--- config.mk ---
export PLATFORM = sky130hd
export DESIGN_NAME = cache_controller_flat
export DESIGN_NICKNAME = d
export VERILOG_FILES = /design/src/rtl/cache_controller_if.sv /design/src/rtl/cache_controller.sv /design/src/flat_wrapper.sv
export SDC_FILE = /design/constraint.sdc
export NUM_CORES = 1
export LEC_CHECK = 0
export BUFFER_PORTS_ARGS = -buffer_cell sky130_fd_sc_hd__buf_2
export CAP_MARGIN = 20
export CORE_MARGIN = 1
export CORE_UTILIZATION = 49
export DETAILED_ROUTE_END_ITERATION = 10
export PLACE_DENSITY = 0.79
export SETUP_SLACK_MARGIN = 0.02
export SLEW_MARGIN = 10
export SYNTH_ARGS = -nofsm -noshare
export SYNTH_HDL_FRONTEND = slang
export SYNTH_SLANG_ARGS = --single-unit
--- constraint.sdc ---
create_clock -name clk -period 4.4 [get_ports clk]
set_clock_uncertainty 0.05 [all_clocks]
set_input_delay 0.44 -clock clk [delete_from_list [all_inputs] [get_ports clk]]
set_output_delay 0.44 -clock clk [all_outputs]
set_load 0.03 [all_outputs]
--- src/rtl/cache_controller_if.sv ---
// Request handshake, datapath strobes and status bundle shared between the
// cache control FSM (slave side) and its requester/datapath (master side).
interface cache_controller_if #(
  parameter int ADDR_WIDTH  = 15,
  parameter int COUNT_WIDTH = 14
);
  logic                   reqValid;
  logic [ADDR_WIDTH-1:0]  reqAddress;
  logic                   reqReady;
  logic                   hit;
  logic                   checkHit;
  logic                   readCache;
  logic                   writeCache;
  logic                   readMem;
  logic                   hitCountEn;
  logic [ADDR_WIDTH-1:0]  address;
  logic                   respValid;
  logic                   respHit;
  logic [COUNT_WIDTH-1:0] accessCount;
  logic [COUNT_WIDTH-1:0] missCount;

  modport slave (
    input  reqValid, reqAddress, hit,
    output reqReady, checkHit, readCache, writeCache, readMem, hitCountEn,
           address, respValid, respHit, accessCount, missCount
  );

  modport master (
    output reqValid, reqAddress, hit,
    input  reqReady, checkHit, readCache, writeCache, readMem, hitCountEn,
           address, respValid, respHit, accessCount, missCount
  );
endinterface

--- src/rtl/cache_controller.sv ---
// Control FSM for a direct-mapped cache datapath: tag check, miss fill with a
// fixed memory latency, read-out, one-cycle response and saturating counters.
module cache_controller #(
  parameter int ADDR_WIDTH  = 15,
  parameter int MEM_LATENCY = 4,
  parameter int COUNT_WIDTH = 14
) (
  input  logic               clk,
  input  logic               rstN,
  cache_controller_if.slave  bus
);

  localparam int LAT_W = (MEM_LATENCY > 1) ? $clog2(MEM_LATENCY) : 1;
  localparam logic [LAT_W-1:0] LAT_INIT = LAT_W'(MEM_LATENCY - 1);
  localparam logic [LAT_W-1:0] LAT_ZERO = LAT_W'(0);
  localparam logic [LAT_W-1:0] LAT_ONE  = LAT_W'(1);

  typedef enum logic [2:0] {
    IDLE     = 3'd0,
    CHECK    = 3'd1,
    MEM_WAIT = 3'd2,
    FILL     = 3'd3,
    READ     = 3'd4,
    RESP     = 3'd5
  } state_e;

  state_e                 state_q, state_d;
  logic [ADDR_WIDTH-1:0]  address_q, address_d;
  logic [LAT_W-1:0]       lat_q, lat_d;
  logic                   flag_q, flag_d;
  logic                   ready_q;
  logic [COUNT_WIDTH-1:0] access_q, access_d;
  logic [COUNT_WIDTH-1:0] miss_q, miss_d;

  logic check_s;
  logic read_cache_s;
  logic write_cache_s;
  logic read_mem_s;
  logic hit_count_en_s;
  logic resp_valid_s;
  logic resp_hit_s;

  function automatic logic [COUNT_WIDTH-1:0] sat_inc(input logic [COUNT_WIDTH-1:0] v);
    if (&v) begin
      return v;
    end else begin
      return v + COUNT_WIDTH'(1);
    end
  endfunction

  // State and datapath registers; ready is held low for the first cycle after reset
  always_ff @(posedge clk or negedge rstN) begin
    if (!rstN) begin
      state_q   <= IDLE;
      address_q <= {ADDR_WIDTH{1'b0}};
      lat_q     <= LAT_ZERO;
      flag_q    <= 1'b0;
      ready_q   <= 1'b0;
      access_q  <= {COUNT_WIDTH{1'b0}};
      miss_q    <= {COUNT_WIDTH{1'b0}};
    end else begin
      state_q   <= state_d;
      address_q <= address_d;
      lat_q     <= lat_d;
      flag_q    <= flag_d;
      ready_q   <= (state_d == IDLE);
      access_q  <= access_d;
      miss_q    <= miss_d;
    end
  end

  // Next-state and register update logic
  always_comb begin
    state_d   = state_q;
    address_d = address_q;
    lat_d     = lat_q;
    flag_d    = flag_q;
    access_d  = access_q;
    miss_d    = miss_q;
    case (state_q)
      IDLE: begin
        if (bus.reqValid && ready_q) begin
          address_d = bus.reqAddress;
          state_d   = CHECK;
        end else begin
          state_d   = IDLE;
        end
      end
      CHECK: begin
        if (bus.hit) begin
          flag_d  = 1'b1;
          state_d = READ;
        end else begin
          flag_d  = 1'b0;
          miss_d  = sat_inc(miss_q);
          lat_d   = LAT_INIT;
          state_d = MEM_WAIT;
        end
      end
      MEM_WAIT: begin
        if (lat_q == LAT_ZERO) begin
          state_d = FILL;
        end else begin
          lat_d   = lat_q - LAT_ONE;
        end
      end
      FILL: begin
        state_d = READ;
      end
      READ: begin
        state_d = RESP;
      end
      RESP: begin
        access_d = sat_inc(access_q);
        state_d  = IDLE;
      end
      default: begin
        state_d = IDLE;
      end
    endcase
  end

  // Strobe decode straight from the state register
  always_comb begin
    check_s        = 1'b0;
    read_cache_s   = 1'b0;
    write_cache_s  = 1'b0;
    read_mem_s     = 1'b0;
    hit_count_en_s = 1'b0;
    resp_valid_s   = 1'b0;
    resp_hit_s     = 1'b0;
    case (state_q)
      IDLE: begin
        check_s = 1'b0;
      end
      CHECK: begin
        check_s        = 1'b1;
        hit_count_en_s = bus.hit;
      end
      MEM_WAIT: begin
        read_mem_s = 1'b1;
      end
      FILL: begin
        read_mem_s    = 1'b1;
        write_cache_s = 1'b1;
      end
      READ: begin
        read_cache_s = 1'b1;
      end
      RESP: begin
        resp_valid_s = 1'b1;
        resp_hit_s   = flag_q;
      end
      default: begin
        check_s = 1'b0;
      end
    endcase
  end

  assign bus.reqReady    = ready_q;
  assign bus.checkHit    = check_s;
  assign bus.readCache   = read_cache_s;
  assign bus.writeCache  = write_cache_s;
  assign bus.readMem     = read_mem_s;
  assign bus.hitCountEn  = hit_count_en_s;
  assign bus.address     = address_q;
  assign bus.respValid   = resp_valid_s;
  assign bus.respHit     = resp_hit_s;
  assign bus.accessCount = access_q;
  assign bus.missCount   = miss_q;

endmodule

--- src/flat_wrapper.sv ---
// flat-port wrapper written by rule: the top's interface ports become plain ports
module cache_controller_flat 
#(
  parameter int ADDR_WIDTH  = 15,
  parameter int MEM_LATENCY = 4,
  parameter int COUNT_WIDTH = 14
)
  (clk, rstN, bus_reqValid, bus_reqAddress, bus_hit, bus_reqReady, bus_checkHit, bus_readCache, bus_writeCache, bus_readMem, bus_hitCountEn, bus_address, bus_respValid, bus_respHit, bus_accessCount, bus_missCount);
  cache_controller_if #(.ADDR_WIDTH(ADDR_WIDTH), .COUNT_WIDTH(COUNT_WIDTH)) bus_i ();
  input  logic clk;
  input  logic rstN;
  input wire logic [$bits(bus_i.reqValid)-1:0] bus_reqValid;
  input wire logic [$bits(bus_i.reqAddress)-1:0] bus_reqAddress;
  input wire logic [$bits(bus_i.hit)-1:0] bus_hit;
  output wire logic [$bits(bus_i.reqReady)-1:0] bus_reqReady;
  output wire logic [$bits(bus_i.checkHit)-1:0] bus_checkHit;
  output wire logic [$bits(bus_i.readCache)-1:0] bus_readCache;
  output wire logic [$bits(bus_i.writeCache)-1:0] bus_writeCache;
  output wire logic [$bits(bus_i.readMem)-1:0] bus_readMem;
  output wire logic [$bits(bus_i.hitCountEn)-1:0] bus_hitCountEn;
  output wire logic [$bits(bus_i.address)-1:0] bus_address;
  output wire logic [$bits(bus_i.respValid)-1:0] bus_respValid;
  output wire logic [$bits(bus_i.respHit)-1:0] bus_respHit;
  output wire logic [$bits(bus_i.accessCount)-1:0] bus_accessCount;
  output wire logic [$bits(bus_i.missCount)-1:0] bus_missCount;
  assign bus_i.reqValid = bus_reqValid;
  assign bus_i.reqAddress = bus_reqAddress;
  assign bus_i.hit = bus_hit;
  assign bus_reqReady = bus_i.reqReady;
  assign bus_checkHit = bus_i.checkHit;
  assign bus_readCache = bus_i.readCache;
  assign bus_writeCache = bus_i.writeCache;
  assign bus_readMem = bus_i.readMem;
  assign bus_hitCountEn = bus_i.hitCountEn;
  assign bus_address = bus_i.address;
  assign bus_respValid = bus_i.respValid;
  assign bus_respHit = bus_i.respHit;
  assign bus_accessCount = bus_i.accessCount;
  assign bus_missCount = bus_i.missCount;
  cache_controller #(.ADDR_WIDTH(ADDR_WIDTH), .MEM_LATENCY(MEM_LATENCY), .COUNT_WIDTH(COUNT_WIDTH)) u_core (.clk(clk), .rstN(rstN), .bus(bus_i));
endmodule
# Word level (Yosys, flattened, before mapping)
# Index checks and enable logic that the tools add are counted.
[op_classes] n_bitwise=3 multipliers=0 n_mux=15 n_reduce_logical=12 n_lt_le_gt_ge=0 addsub=3 div_mod_pow=0 shift=0 n_eq_ne=7
[op_table] op="$add 14x1->14 const B" count=2
[op_table] op="$reduce_and 14->1" count=2
[op_table] op="$pmux 3 s5" count=1
[op_table] op="$mux 1" count=9
[op_table] op="$eq 3x2->1 const B" count=2
[op_table] op="$eq 3x3->1 const B" count=2
[op_table] op="$logic_not 3->1" count=2
[op_table] op="$mux 3" count=2
[op_table] op="$reduce_and 3->1" count=2
[op_table] op="$mux 2" count=2
[op_table] op="$ne 2x2->1 const B" count=2
[op_table] op="$pmux 2 s2" count=1
[op_table] op="$reduce_and 2->1" count=2
[op_table] op="$eq 3x1->1 const B" count=1
[op_table] op="$not 1->1" count=3
[op_table] op="$logic_not 2->1" count=1
[op_table] op="$reduce_bool 2->1" count=1
[op_table] op="$reduce_or 2->1" count=1
[op_table] op="$sub 2x1->2 const B" count=1
[op_table] op="$logic_and 1x1->1" count=1
[word_totals] ram_bits=0 wordCells=47 latch_bits=0 rom_bits=0 inputBits=19 n_memories=0 register_bits=50

# Longest topological paths before layout
[logic_depth] word_depth=4 mapped_depth=6 ltp_nobuf=5

# Least setup slack after synthesis
# Ideal clock, no wire load.
[synth_path] path_type="register to register" from="reg u_core.access_q[0] (netlist: u_core.bus.accessCount[0])" to="reg u_core.access_q[1] (netlist: u_core.bus.accessCount[1])" arrival_ns=2.063 setup_ns=0.125 path_stages_with_launch=6 t_required_ns=4.225 period_less_slack_ns=2.238 path_buffers=0 slack_ns=2.162 path_cell_list="dfrtp_1 > ha_1 > nand3_1 > nor4_1 > nor2_1 > mux2_2"
[synth_between] elab_chain_len=3 elab_cells_between_ends=4
[synth_rtl] item="from (decl)" line_no="cache_controller.sv:32" rtl="logic [COUNT_WIDTH-1:0] access_q, access_d;"
[synth_rtl] item="from (signal assigned)" line_no="cache_controller.sv:59" rtl="access_q <= {COUNT_WIDTH{1'b0}};"
[synth_rtl] item="from (signal assigned)" line_no="cache_controller.sv:67" rtl="access_q <= access_d;"
[synth_rtl] item="branches (longest 3 deep; another with $add 14x1->14)"
# Several ways; the timed one is not identified.
# A chain may end at the register's enable or synchronous reset.

# Worst setup path in the final report
[layout_path] from="reg u_core.state_q[0]" to="out bus_respHit"
[layout_between] elab_chain_len=2
[layout_rtl] item="from (decl)" line_no="cache_controller.sv:27" rtl="state_e state_q, state_d;"
[layout_rtl] item="from (signal assigned)" line_no="cache_controller.sv:62" rtl="state_q <= state_d;"
[layout_rtl] item="$eq 3x3->1"
[layout_rtl] item="$mux 1" line_no="cache_controller.sv:132" rtl="case (state_q)"
[layout_rtl] item="to (decl)" line_no="flat_wrapper.sv:23" rtl="output wire logic [$bits(bus_i.respHit)-1:0] bus_respHit;"
# No other way between the ends.

==> flow_metrics.py <==
metrics = {
    "placed_design": {
        "place_ws_ns": 2.148,
        "gp_congestion": 0.8122,
        "port_buffers": 69,
        "dpl.hpwl_mm": 3.118,
        "placed_cells": 314,
    },
    "sta": {
        "tns_ns": 0,
        "fmax_mhz": 458.5,
        "rsz0062_at_grt": "no",
        "slew_violations": 0,
        "hold_viol": 0,
        "tightest_slew_ns": 0.7068,
        "fin_crit_sh": 0.4957,
        "setup_viol": 0,
        "relSlewSlack": 0.5222,
        "setup_ws_ns": 2.219,
        "period_needed_ns": 2.181,
        "hold_ws_ns": 0.08376,
    },
    "cts": {
        "htree_levels": 2,
        "cts_buffers": 5,
        "cts_tree": "yes",
        "clkLatencyLatePin_ns": 0.31,
        "cts_resized": 0,
        "numClockSinks": 50,
        "cts-root-buf": "clkbuf_8",
        "clk_pin_slew_worst_paths_ns": 0.09,
        "clock_path_buffers": 2,
        "hold_buffers": 0,
        "post_cts_buffers": 0,
    },
    "logic_synthesis": {
        "synth-seq-cells": 50,
        "syn_nets": 220,
        "postSynthCellCount": 198,
        "synth_edf_count": 0,
        "synth_cell_types": 34,
        "yosys_warnings": 0,
        "syn_avg_cell_area_um2": 11.70,
        "yosysSeqAreaShare": 0.5400,
        "synth_top_flop_cell": "dfrtp_1",
        "synth-async-reset-ratio": 1.000,
        "syn_area_um2": 2317,
    },
    "global_route": {
        "grt_overflow": 0,
        "grt_pass1_wl_mm": 7.141,
        "grt_max_degree": 51,
        "grt_usage": 0.1846,
        "grt_pass1_vias": 1608,
        "antenna_found_initial": 0,
    },
    "worst_setup_path": {
        "crit_path_end_kind": "output port",
        "crit_fanout": 14,
        "arrival_ns": 1.69,
        "startpoint_type": "flip-flop",
        "setup.worst_path.class": "reg -> out",
        "regToRegSetupSlack_ns": 2.30,
        "required_ns": 3.91,
    },
    "die": {
        "die-area_um2": 5008,
        "io_pins": 70,
        "fp.dieH_um": 70.77,
        "die_width_um": 70.77,
        "rows": 24,
        "start_util": 0.5214,
        "coreArea_um2": 4444,
    },
    "final_layout": {
        "final_util": 0.6351,
        "final_common_cell": "buf_2",
        "synthToLayoutAreaGrowth_pct": 21.81,
        "diodes": 0,
        "nets": 293,
        "layout_common_cells": "buf_2, dfrtp_1, mux2_2, nand3_1, xnor2_1",
        "layout-drive-gt1-share": 0.3787,
        "final_cells": 324,
    },
    "power_and_ir_drop": {
        "pwr-share-seq": 0.426,
        "power.leakage_nw": 1.424,
        "p_sw_mw": 0.6886,
        "p_comb_frac": 0.404,
        "p_int_mw": 0.9678,
        "power_frac_clock": 0.170,
        "p_sw_frac": 0.4157,
        "ir_drop_uv": 434.5,
        "power_density_nw_per_um2": 586.8,
    },
    "drt": {
        "drcViolationCount": 8,
        "drt-total-wl_mm": 4.391,
        "wl_per_cell_um": 13.55,
        "vias": 1757,
        "drt_iter0_markers": 145,
        "viasPerCell": 5.423,
        "antenna_left": 0,
        "drt_first_pass_iters": 7,
    },
    "status": {
        "violations": "DRC",
        "status": "finished, violations left",
    },
    "flow_run": {
        "drv.max_cap_violation_count": 0,
    },
    "worst_hold_path": {
        "hold_path.class": "in -> async",
    },
}
## cell families (layout without fill, tap and decap cells)
group           after synthesis  count (layout)  share of synthesized area
xor+xnor                     21              21                    0.07938
simple gates                 81              81                     0.2068
mux                          21              21                     0.1031
flops                        50              50                     0.5400
buf+inv                      10              84                    0.02376
fa+ha+maj                     3               3                    0.01620
compound gates               12              12                    0.03078
## area by class of cell
cell class	instances	area, um2
tap	52	65.06
timing repair buffer	72	385.4
clock buffer	7	86.33
multi-input combinational	138	1011
sequential	50	1251
inverter	4	15.01
clock inverter	1	8.758
fill	374	1622
## path summary, 6_finish.rpt
kind,from,endpoint,cells after the start
max,u_core.state_q[0]$_DFF_PN0_,bus_respHit,4
min,rstN,u_core.bus.address[3]$_DFFE_PN0P_,1
max reg2reg,u_core.state_q[0]$_DFF_PN0_,u_core.bus.missCount[11]$_DFFE_PN0P_,4
min reg2reg,u_core.lat_q[0]$_DFFE_PN0P_,u_core.lat_q[0]$_DFFE_PN0P_,1
max in group asynchronous,rstN,u_core.bus.missCount[8]$_DFFE_PN0P_,2
min in group clk,bus_reqAddress[5],u_core.bus.address[5]$_DFFE_PN0P_,2
## stage by stage
step                instance area [um2]  power [mW]
floorplan                          2317       1.196
global placement                   2695       1.364
detailed placement                 2695       1.384
CTS                                2790       1.669
global route                       2823       1.753
finish                             2823       1.656
## routing by layer
layer	GRT usage	vias up	share of wire
met5	0	-	0
met4	0.06667	0	0.015
met3	0.06125	6	0.060
met2	0.3109	50	0.47
met1	0.2220	846	0.45
li1	-	855	-
## synthesized netlist by cell type, drive strengths merged, types with 2 or more instances
master / number / area (um2)
nand2b: 2 / 12.51
dfrtp: 50 / 1251
nand2: 12 / 45.04
ha: 3 / 37.54
buf: 4 / 32.53
and3: 7 / 45.05
nor2: 8 / 30.03
nand3: 15 / 80.08
mux2: 20 / 229.0
o21a: 2 / 15.01
inv: 4 / 15.01
xor2: 7 / 61.31
nor4: 3 / 33.78
nand4: 12 / 75.07
xnor2: 14 / 122.6
or3: 2 / 12.51
and2: 3 / 18.77
clkbuf: 2 / 7.510
o21ai: 4 / 20.02
a21oi: 4 / 20.02
nor3: 6 / 30.03
and4: 5 / 43.79
nor3b: 3 / 22.52
## power by group through the flow
stage | sequential (mW) | combinational [mW] | clock, mW
global route | 0.728 | 0.716 | 0.309
global placement | 0.704 | 0.660 | 0
detailed placement | 0.713 | 0.671 | 0
floorplan | 0.901 | 0.295 | 0
CTS | 0.704 | 0.672 | 0.293
finish | 0.706 | 0.669 | 0.282
## registers in the layout, summed over array words and instances (netlist names)
signal                  flops
u_core.bus.address         15
u_core.bus.missCount       14
u_core.bus.reqReady         1
u_core.bus.accessCount     14
u_core.state_q              3
u_core.lat_q                2
u_core.flag_q               1
## critical path, stage by stage, from the launching register on
cell and delay, ns:
dfrtp_1 0.57, nand3b_1 0.30, inv_1 0.18, and2_1 0.14, buf_2 0.19
Power figures use the tool's default switching activity.
